--- src/rtl/spi_cmd_parser.sv ---
// spi_cmd_parser: turns SPI target byte traffic into register read/write strobes
//
// Ports
//   i_clk, i_rst_n      system clock, asynchronous active-low reset
//   i_frame_active      target selected (synchronized, active-high)
//   i_rx_data           received byte; i_rx_data_valid rising edge marks a new byte
//   i_tx_data_hold      target captures o_tx_data this cycle
//   o_tx_data           next MISO byte (read data, otherwise 0x00)
//   o_wr_en/addr/data   one-cycle register write strobe
//   o_rd_en/addr        one-cycle register read strobe; i_rd_data valid one cycle later
//   o_busy              parser outside IDLE
//   o_frame_err         one-cycle pulse on a protocol violation
//
// Build option
//   SPI_CMD_AUTOINC_EN  defined: unlimited bursts with auto-incrementing address;
//                       undefined: one data byte per frame, extras flag o_frame_err
module spi_cmd_parser #(
    parameter int WIDTH = 8
) (
    input  logic             i_clk,
    input  logic             i_rst_n,
    input  logic             i_frame_active,
    input  logic [WIDTH-1:0] i_rx_data,
    input  logic             i_rx_data_valid,
    input  logic             i_tx_data_hold,
    output logic [WIDTH-1:0] o_tx_data,
    output logic             o_wr_en,
    output logic [6:0]       o_wr_addr,
    output logic [WIDTH-1:0] o_wr_data,
    output logic             o_rd_en,
    output logic [6:0]       o_rd_addr,
    input  logic [WIDTH-1:0] i_rd_data,
    output logic             o_busy,
    output logic             o_frame_err
);
    localparam logic [1:0] IDLE = 2'd0, CMD = 2'd1, WR = 2'd2, RD = 2'd3;
    logic [1:0]       state_q, state_d;
    logic             rx_valid_q, frame_q, rd_pend_q, byte_ev;
    logic             busy_q, busy_d, wr_en_q, wr_en_d, rd_en_q, rd_en_d, frame_err_q, frame_err_d;
    logic [6:0]       addr_q, addr_d, wr_addr_q, wr_addr_d, rd_addr_q, rd_addr_d;
    logic [WIDTH-1:0] wr_data_q, wr_data_d, tx_data_q, tx_data_d;
`ifndef SPI_CMD_AUTOINC_EN
    logic             done_q, done_d;
`endif
    assign byte_ev = i_rx_data_valid & ~rx_valid_q;
    always_comb begin
        state_d     = state_q;
        addr_d      = addr_q;
        wr_en_d     = 1'b0;
        wr_addr_d   = wr_addr_q;
        wr_data_d   = wr_data_q;
        rd_en_d     = 1'b0;
        rd_addr_d   = rd_addr_q;
        frame_err_d = 1'b0;
        tx_data_d   = (state_q == RD) ? tx_data_q : '0;
`ifndef SPI_CMD_AUTOINC_EN
        done_d      = done_q;
`endif
        // Frame end wins over any byte event in the same cycle.
        if (!i_frame_active) begin
            state_d   = IDLE;
            tx_data_d = '0;
        end else begin
            case (state_q)
                // frame_q resets high, so a frame already running at reset release is skipped.
                IDLE: state_d = frame_q ? IDLE : CMD;
                CMD: if (byte_ev) begin
                    addr_d    = i_rx_data[6:0];
                    state_d   = i_rx_data[7] ? RD : WR;
                    rd_en_d   = i_rx_data[7];
                    rd_addr_d = i_rx_data[7] ? i_rx_data[6:0] : rd_addr_q;
`ifndef SPI_CMD_AUTOINC_EN
                    done_d    = 1'b0;
`endif
                end
                WR: if (byte_ev) begin
`ifdef SPI_CMD_AUTOINC_EN
                    wr_en_d   = 1'b1;
                    wr_addr_d = addr_q;
                    wr_data_d = i_rx_data;
                    addr_d    = addr_q + 7'd1;
`else
                    wr_en_d     = ~done_q;
                    wr_addr_d   = done_q ? wr_addr_q : addr_q;
                    wr_data_d   = done_q ? wr_data_q : i_rx_data;
                    frame_err_d = done_q;
                    done_d      = 1'b1;
`endif
                end
                default: if (i_tx_data_hold) begin
                    tx_data_d = '0;
`ifdef SPI_CMD_AUTOINC_EN
                    addr_d    = addr_q + 7'd1;
                    rd_en_d   = 1'b1;
                    rd_addr_d = addr_q + 7'd1;
`else
                    frame_err_d = done_q;
                    done_d      = 1'b1;
`endif
                end else if (rd_pend_q) begin
                    tx_data_d = i_rd_data;
                end
            endcase
        end
        busy_d = (state_d != IDLE);
    end
    always_ff @(posedge i_clk or negedge i_rst_n) begin
        if (!i_rst_n) begin
            state_q     <= IDLE;
            rx_valid_q  <= 1'b0;
            frame_q     <= 1'b1;
            rd_pend_q   <= 1'b0;
            busy_q      <= 1'b0;
            wr_en_q     <= 1'b0;
            rd_en_q     <= 1'b0;
            frame_err_q <= 1'b0;
            addr_q      <= '0;
            wr_addr_q   <= '0;
            rd_addr_q   <= '0;
            wr_data_q   <= '0;
            tx_data_q   <= '0;
`ifndef SPI_CMD_AUTOINC_EN
            done_q      <= 1'b0;
`endif
        end else begin
            state_q     <= state_d;
            rx_valid_q  <= i_rx_data_valid;
            frame_q     <= i_frame_active;
            rd_pend_q   <= rd_en_q;
            busy_q      <= busy_d;
            wr_en_q     <= wr_en_d;
            rd_en_q     <= rd_en_d;
            frame_err_q <= frame_err_d;
            addr_q      <= addr_d;
            wr_addr_q   <= wr_addr_d;
            rd_addr_q   <= rd_addr_d;
            wr_data_q   <= wr_data_d;
            tx_data_q   <= tx_data_d;
`ifndef SPI_CMD_AUTOINC_EN
            done_q      <= done_d;
`endif
        end
    end
    assign o_tx_data   = tx_data_q;
    assign o_wr_en     = wr_en_q;
    assign o_wr_addr   = wr_addr_q;
    assign o_wr_data   = wr_data_q;
    assign o_rd_en     = rd_en_q;
    assign o_rd_addr   = rd_addr_q;
    assign o_busy      = busy_q;
    assign o_frame_err = frame_err_q;
endmodule

--- config.mk ---
export PLATFORM = sky130hd
export DESIGN_NAME = spi_cmd_parser
export DESIGN_NICKNAME = d
export VERILOG_FILES = /design/src/rtl/spi_cmd_parser.sv
export SDC_FILE = /design/constraint.sdc
export NUM_CORES = 1
export LEC_CHECK = 0
export BUFFER_PORTS_ARGS = -buffer_cell sky130_fd_sc_hd__buf_2
export CAP_MARGIN = 20
export CORE_MARGIN = 2
export CORE_UTILIZATION = 50
export CTS_BUF_LIST = sky130_fd_sc_hd__clkbuf_16
export DETAILED_ROUTE_END_ITERATION = 6
export PLACE_DENSITY_LB_ADDON = 0.2
export SLEW_MARGIN = 15
export SYNTH_ARGS = -nofsm -noshare
export SYNTH_HDL_FRONTEND = slang
export SYNTH_SLANG_ARGS = --single-unit
export TNS_END_PERCENT = 5
--- constraint.sdc ---
create_clock -name i_clk -period 1.9 [get_ports i_clk]
set_input_delay 0.19 -clock i_clk [delete_from_list [all_inputs] [get_ports i_clk]]
set_output_delay 0.19 -clock i_clk [all_outputs]
set_load 0.05 [all_outputs]
# ---- Word-level counts from Yosys, hierarchy flattened
# Index checks and enable logic that the tools add are counted.
dict set report classes {
  n_eq_ne 5
  n_mux 24
  n_bitwise 4
  reduce_logical 9
}
# cell count
set ops {}
lappend ops {{8-bit 2-to-1 mux} 5}
lappend ops {{1-bit 2-to-1 mux} 14}
lappend ops {{4-bit AND reduction} 2}
lappend ops {{5-bit AND reduction} 1}
lappend ops {{2-bit == test, second input constant} 2}
lappend ops {{2-bit 2-to-1 mux} 2}
lappend ops {{2-bit inequality test, second input constant} 2}
lappend ops {{2-bit case mux with 2 select lines} 1}
lappend ops {{1-bit inverter} 3}
lappend ops {{1-bit case mux with 3 select lines} 1}
lappend ops {{3-bit AND reduction} 1}
lappend ops {{3-bit nonzero test} 1}
lappend ops {{3-bit OR reduction} 1}
lappend ops {{2-bit by 1-bit == test with 1-bit output, second input constant} 1}
lappend ops {{2-bit logical NOT} 1}
lappend ops {{1-bit case mux with 2 select lines} 1}
lappend ops {{2-bit nonzero test} 1}
lappend ops {{2-bit OR reduction} 1}
lappend ops {{1-bit AND} 1}
dict set report totals {
  ff_bits 47
  input_bits 21
  wordCells 56
}

# ---- Depth between registers and ports, before layout
dict set report depth {
  word_depth 6
  ltp_mapped 5
  mapped_depth_nobuf 3
}

# ---- Worst setup path before layout
# OpenSTA, ideal clock, no wires.
dict set report synth_timing {
  kind {reg2reg}
  startpoint {reg rx_valid_q}
  endpoint {reg wr_addr_q[0] (netlist: o_wr_addr[0])}
  arrival_ps 1569
  t_required_ps 1775
  slack_ps 206
  stages_incl_launch_ff 6
  n_path_buf 2
  synth_period_minus_slack_ps 1694
  cell_sequence {dfrtp_1 nand2b_1 or4_1 buf_2 buf_6 mux2_4}
}
dict set report synth_via {
  elab_chain_len 3
}
# item line_no
set synth_lines {}
lappend synth_lines {{start: declaration} 38} ;# logic rx_valid_q, frame_q, rd_pend_q, byte_ev;
lappend synth_lines {{start signal: assignment} 127} ;# rx_valid_q <= i_rx_data_valid;
lappend synth_lines {{1-bit inverter} 45} ;# assign byte_ev = i_rx_data_valid & ~rx_valid_q;
lappend synth_lines {{1-bit AND} 45}
lappend synth_lines {{4-bit AND reduction (no line)} -}
lappend synth_lines {{end signal: assignment} 135} ;# wr_addr_q <= wr_addr_d;
lappend synth_lines {{end: declaration} 40} ;# logic [6:0] addr_q, addr_d, wr_addr_q, wr_addr_d, rd_addr_q, rd_addr_d;
# No other way between the ends.
# A chain may end at the register's enable or synchronous reset.

# ---- Worst setup path after layout
dict set report layout_timing {
  startpoint {reg rx_valid_q}
  endpoint {reg wr_addr_q[3] (netlist: o_wr_addr[3])}
}
# The elaborated chain is that of the path after synthesis.

==> flow_summary.ini <==
[outcome]
run_status = completed

[timing]
timing.fmax_mhz = 584
maxSlewHeadroom = 0.622
worst-slew-pin-transition_ns = 0.568
final_hold_viol_count = 0
layout_min_cycle_time_ns = 1.71
finalHoldWorstSlack_ns = 0.0480
post-route-period-util = 0.902
finClkSkew_ns = 0.00773
setup_total_negative_slack_ns = 0
number_of_max_slew_violations_in_the_final_report = 0
rsz_0062_raised_after_global_routing = false
setup_viol_count_final = 0

[power_and_ir_drop]
power.switching_fraction = 0.307
power.share.sequential = 0.462
leakage_nw = 1.24
power.ir.vdd_worst_uv = 647
power-per-cell-area_nw_per_um2 = 1130
comb_power_share = 0.228
totalPowerFinal_w = 0.00259
power.internal_w = 0.00180
clockPowerShare = 0.309
p_sw_w = 0.000795

[logic_synthesis]
synth_top_area_frac = 0.634
post-synth-top-area-cell = dfrtp_1
yosysWarnings = 0
synthesis.area_per_instance_um2 = 14.7
synth-seq-cells = 47
synth_fp_nets = 144
syn_inst = 123
yosys-top-cells-area = dfrtp_1 (63%), mux2_2 (12%), mux2_4 (8.3%)
async_reset_ff_frac = 1.00
synth_enable_flop_cells = 0
ys_seq_area_frac = 0.649
synth_top_flop_cell = dfrtp_1
synthDistinctLibCells = 25
area_of_the_mapped_netlist_um2 = 1810

[job]
max_cap_viol_count = 0

[floorplanning]
die_area_um2 = 4130
die_w_um = 64.2
initial_core_util = 0.531
placementRows = 21
chipHeight_um = 64.2
ioPinCount = 55
core_region_area_um2 = 3420

[cts]
clock-sinks = 47
hold_buffers = 1
cts.repair_timing.setup_buffer_count = 0
worst_skew_late_latency_ns = 0.28
cts.repair.resized = 0
cts_made_buffers = 5
clock_path_buffers = 2
h-tree-depth = 2
clock_tree.root_cell = clkbuf_16
path_clk_slew_ns = 0.06
cts_tree = done

[layout]
layout.cells.most_common = buf_2
area.growth.synth_to_final_pct = 27.0
layout.cells.most_common_list = buf_2 (54), dfrtp_1 (46), mux2_2 (19)
antennaDiodeCount = 0
layout.nets = 206
layout-drive-gt1-share = 0.522
filler_instances = 261

[global_routing]
vias_in_the_first_global_route = 1323
global_route_wire_length_before_repair_mm = 5.84
gr-usage-all-layers = 0.186
grt.overflow.total = 0
maximum_number_of_pins_on_one_net_before_global_route_repair = 27
grt_antenna_before_repair = 0

[setup_path]
crit_path_start_kind = flop
rr_startpoint = rx_valid_q$_DFF_PN0_
critPathArrivalTime_ns = 1.88
cp_max_fo = 15
timing.rr.end = o_wr_addr[3]$_DFFE_PN0P_
r2r_cells = 4
rrSetupSlack_ns = 0.19
timing.critical_path.to_type = flop
worstSetupPathType = reg2reg
cp_data_required_time_ns = 2.07

[routing]
vias_per_cell = 5.21
drt-initial-drc-count = 75
initial_drt_pass_iterations = 4
final_antenna_net_count = 0
wire_per_inst_um = 14.7
totalWireLength_mm = 3.41
via_count = 1209
drcViolationCount = 0

[worst_hold_path]
worstHoldPathType = in2reg
hold_path_end = rx_valid_q$_DFF_PN0_
min-delay-start = i_rx_data_valid
worst_hold_path_depth = 1

[placed_design]
io_buffer_count = 54
globalplace.congestion = 0.796
hpwl_after_dpl_mm = 2.55
==> routing by layer <==
metal,global-route usage,wire length [um],share of wire,up-vias
met5,0,0,0,-
met4,0.0798,42,0.012,0
met3,0.0335,185,0.054,6
met1,0.215,1380,0.40,607
li1,-,-,-,556
met2,0.337,1800,0.53,40
==> power groups by stage <==
stage                     combinational (W)  sequential, W  clock (W)
after global placement             0.000583        0.00121          0
final                              0.000592        0.00120   0.000801
after floorplan                    0.000148        0.00149          0
after CTS                          0.000600        0.00120   0.000820
after global routing               0.000627        0.00122   0.000867
after detailed placement           0.000597        0.00122          0
==> registers in the layout, summed over array words and instances, names as in the netlist, 2 cells and up <==
register   cells
addr_q         7
o_wr_data      8
o_rd_addr      7
o_tx_data      8
state_q        2
o_wr_addr      7
==> layout make-up <==
cell class | count | area (um^2) | area share
sequential | 47 | 1180 | 0.511
multi-input combinational | 67 | 592 | 0.257
timing repair buffer | 62 | 333 | 0.144
clock buffer | 5 | 125 | 0.0543
tap | 46 | 57.6 | 0.0250
clock inverter | 3 | 12.5 | 0.00543
inverter | 2 | 7.51 | 0.00326
==> worst max-delay path by stage <==
stage / start / to / slack, ns
finish: rx_valid_q$_DFF_PN0_ / o_wr_addr[3]$_DFFE_PN0P_ / 0.19
global route: rx_valid_q$_DFF_PN0_ / o_wr_addr[3]$_DFFE_PN0P_ / 0.12
global placement: rx_valid_q$_DFF_PN0_ / o_wr_addr[0]$_DFFE_PN0P_ / 0.23
floorplan: rx_valid_q$_DFF_PN0_ / o_wr_addr[0]$_DFFE_PN0P_ / 0.21
CTS: rx_valid_q$_DFF_PN0_ / o_wr_addr[3]$_DFFE_PN0P_ / 0.19
detailed placement: rx_valid_q$_DFF_PN0_ / o_wr_addr[0]$_DFFE_PN0P_ / 0.20
==> stage by stage <==
stage                      util  instance area [um^2]  setup slack, ns  cells
after floorplan               -                  1810            0.206    123
after global placement    0.632                  2160            0.233    223
after detailed placement  0.632                  2160            0.202    223
after CTS                 0.675                  2300            0.190    232
after global routing      0.675                  2300            0.119    232
final                     0.675                  2300            0.187    232
==> synth_stat cells, drive strengths merged, types with 2 or more instances <==
library cell / instances
nand2: 2
clkbuf: 3
mux2: 29
nor2: 11
a22oi: 8
buf: 4
inv: 2
dfrtp: 46
a21oi: 2
o21ai: 2
and4: 2
==> cell families after synthesis <==
| kind of cell | count (synthesis) | synth area share |
|---|---|---|
| and+or+nand+nor | 23 | 0.0690 |
| muxes | 29 | 0.201 |
| DFF | 47 | 0.649 |
| AOI/OAI and AO/OA | 15 | 0.0566 |
| buffers and inverters | 9 | 0.0248 |
==> critical path: stages (launching register included) <==
cell and delay [ns]:
dfrtp_1 0.38, nand2b_1 0.18, or4_1 0.47, buf_4 0.24, mux2_4 0.32
Note: power is estimated with default switching activity, not from simulation.
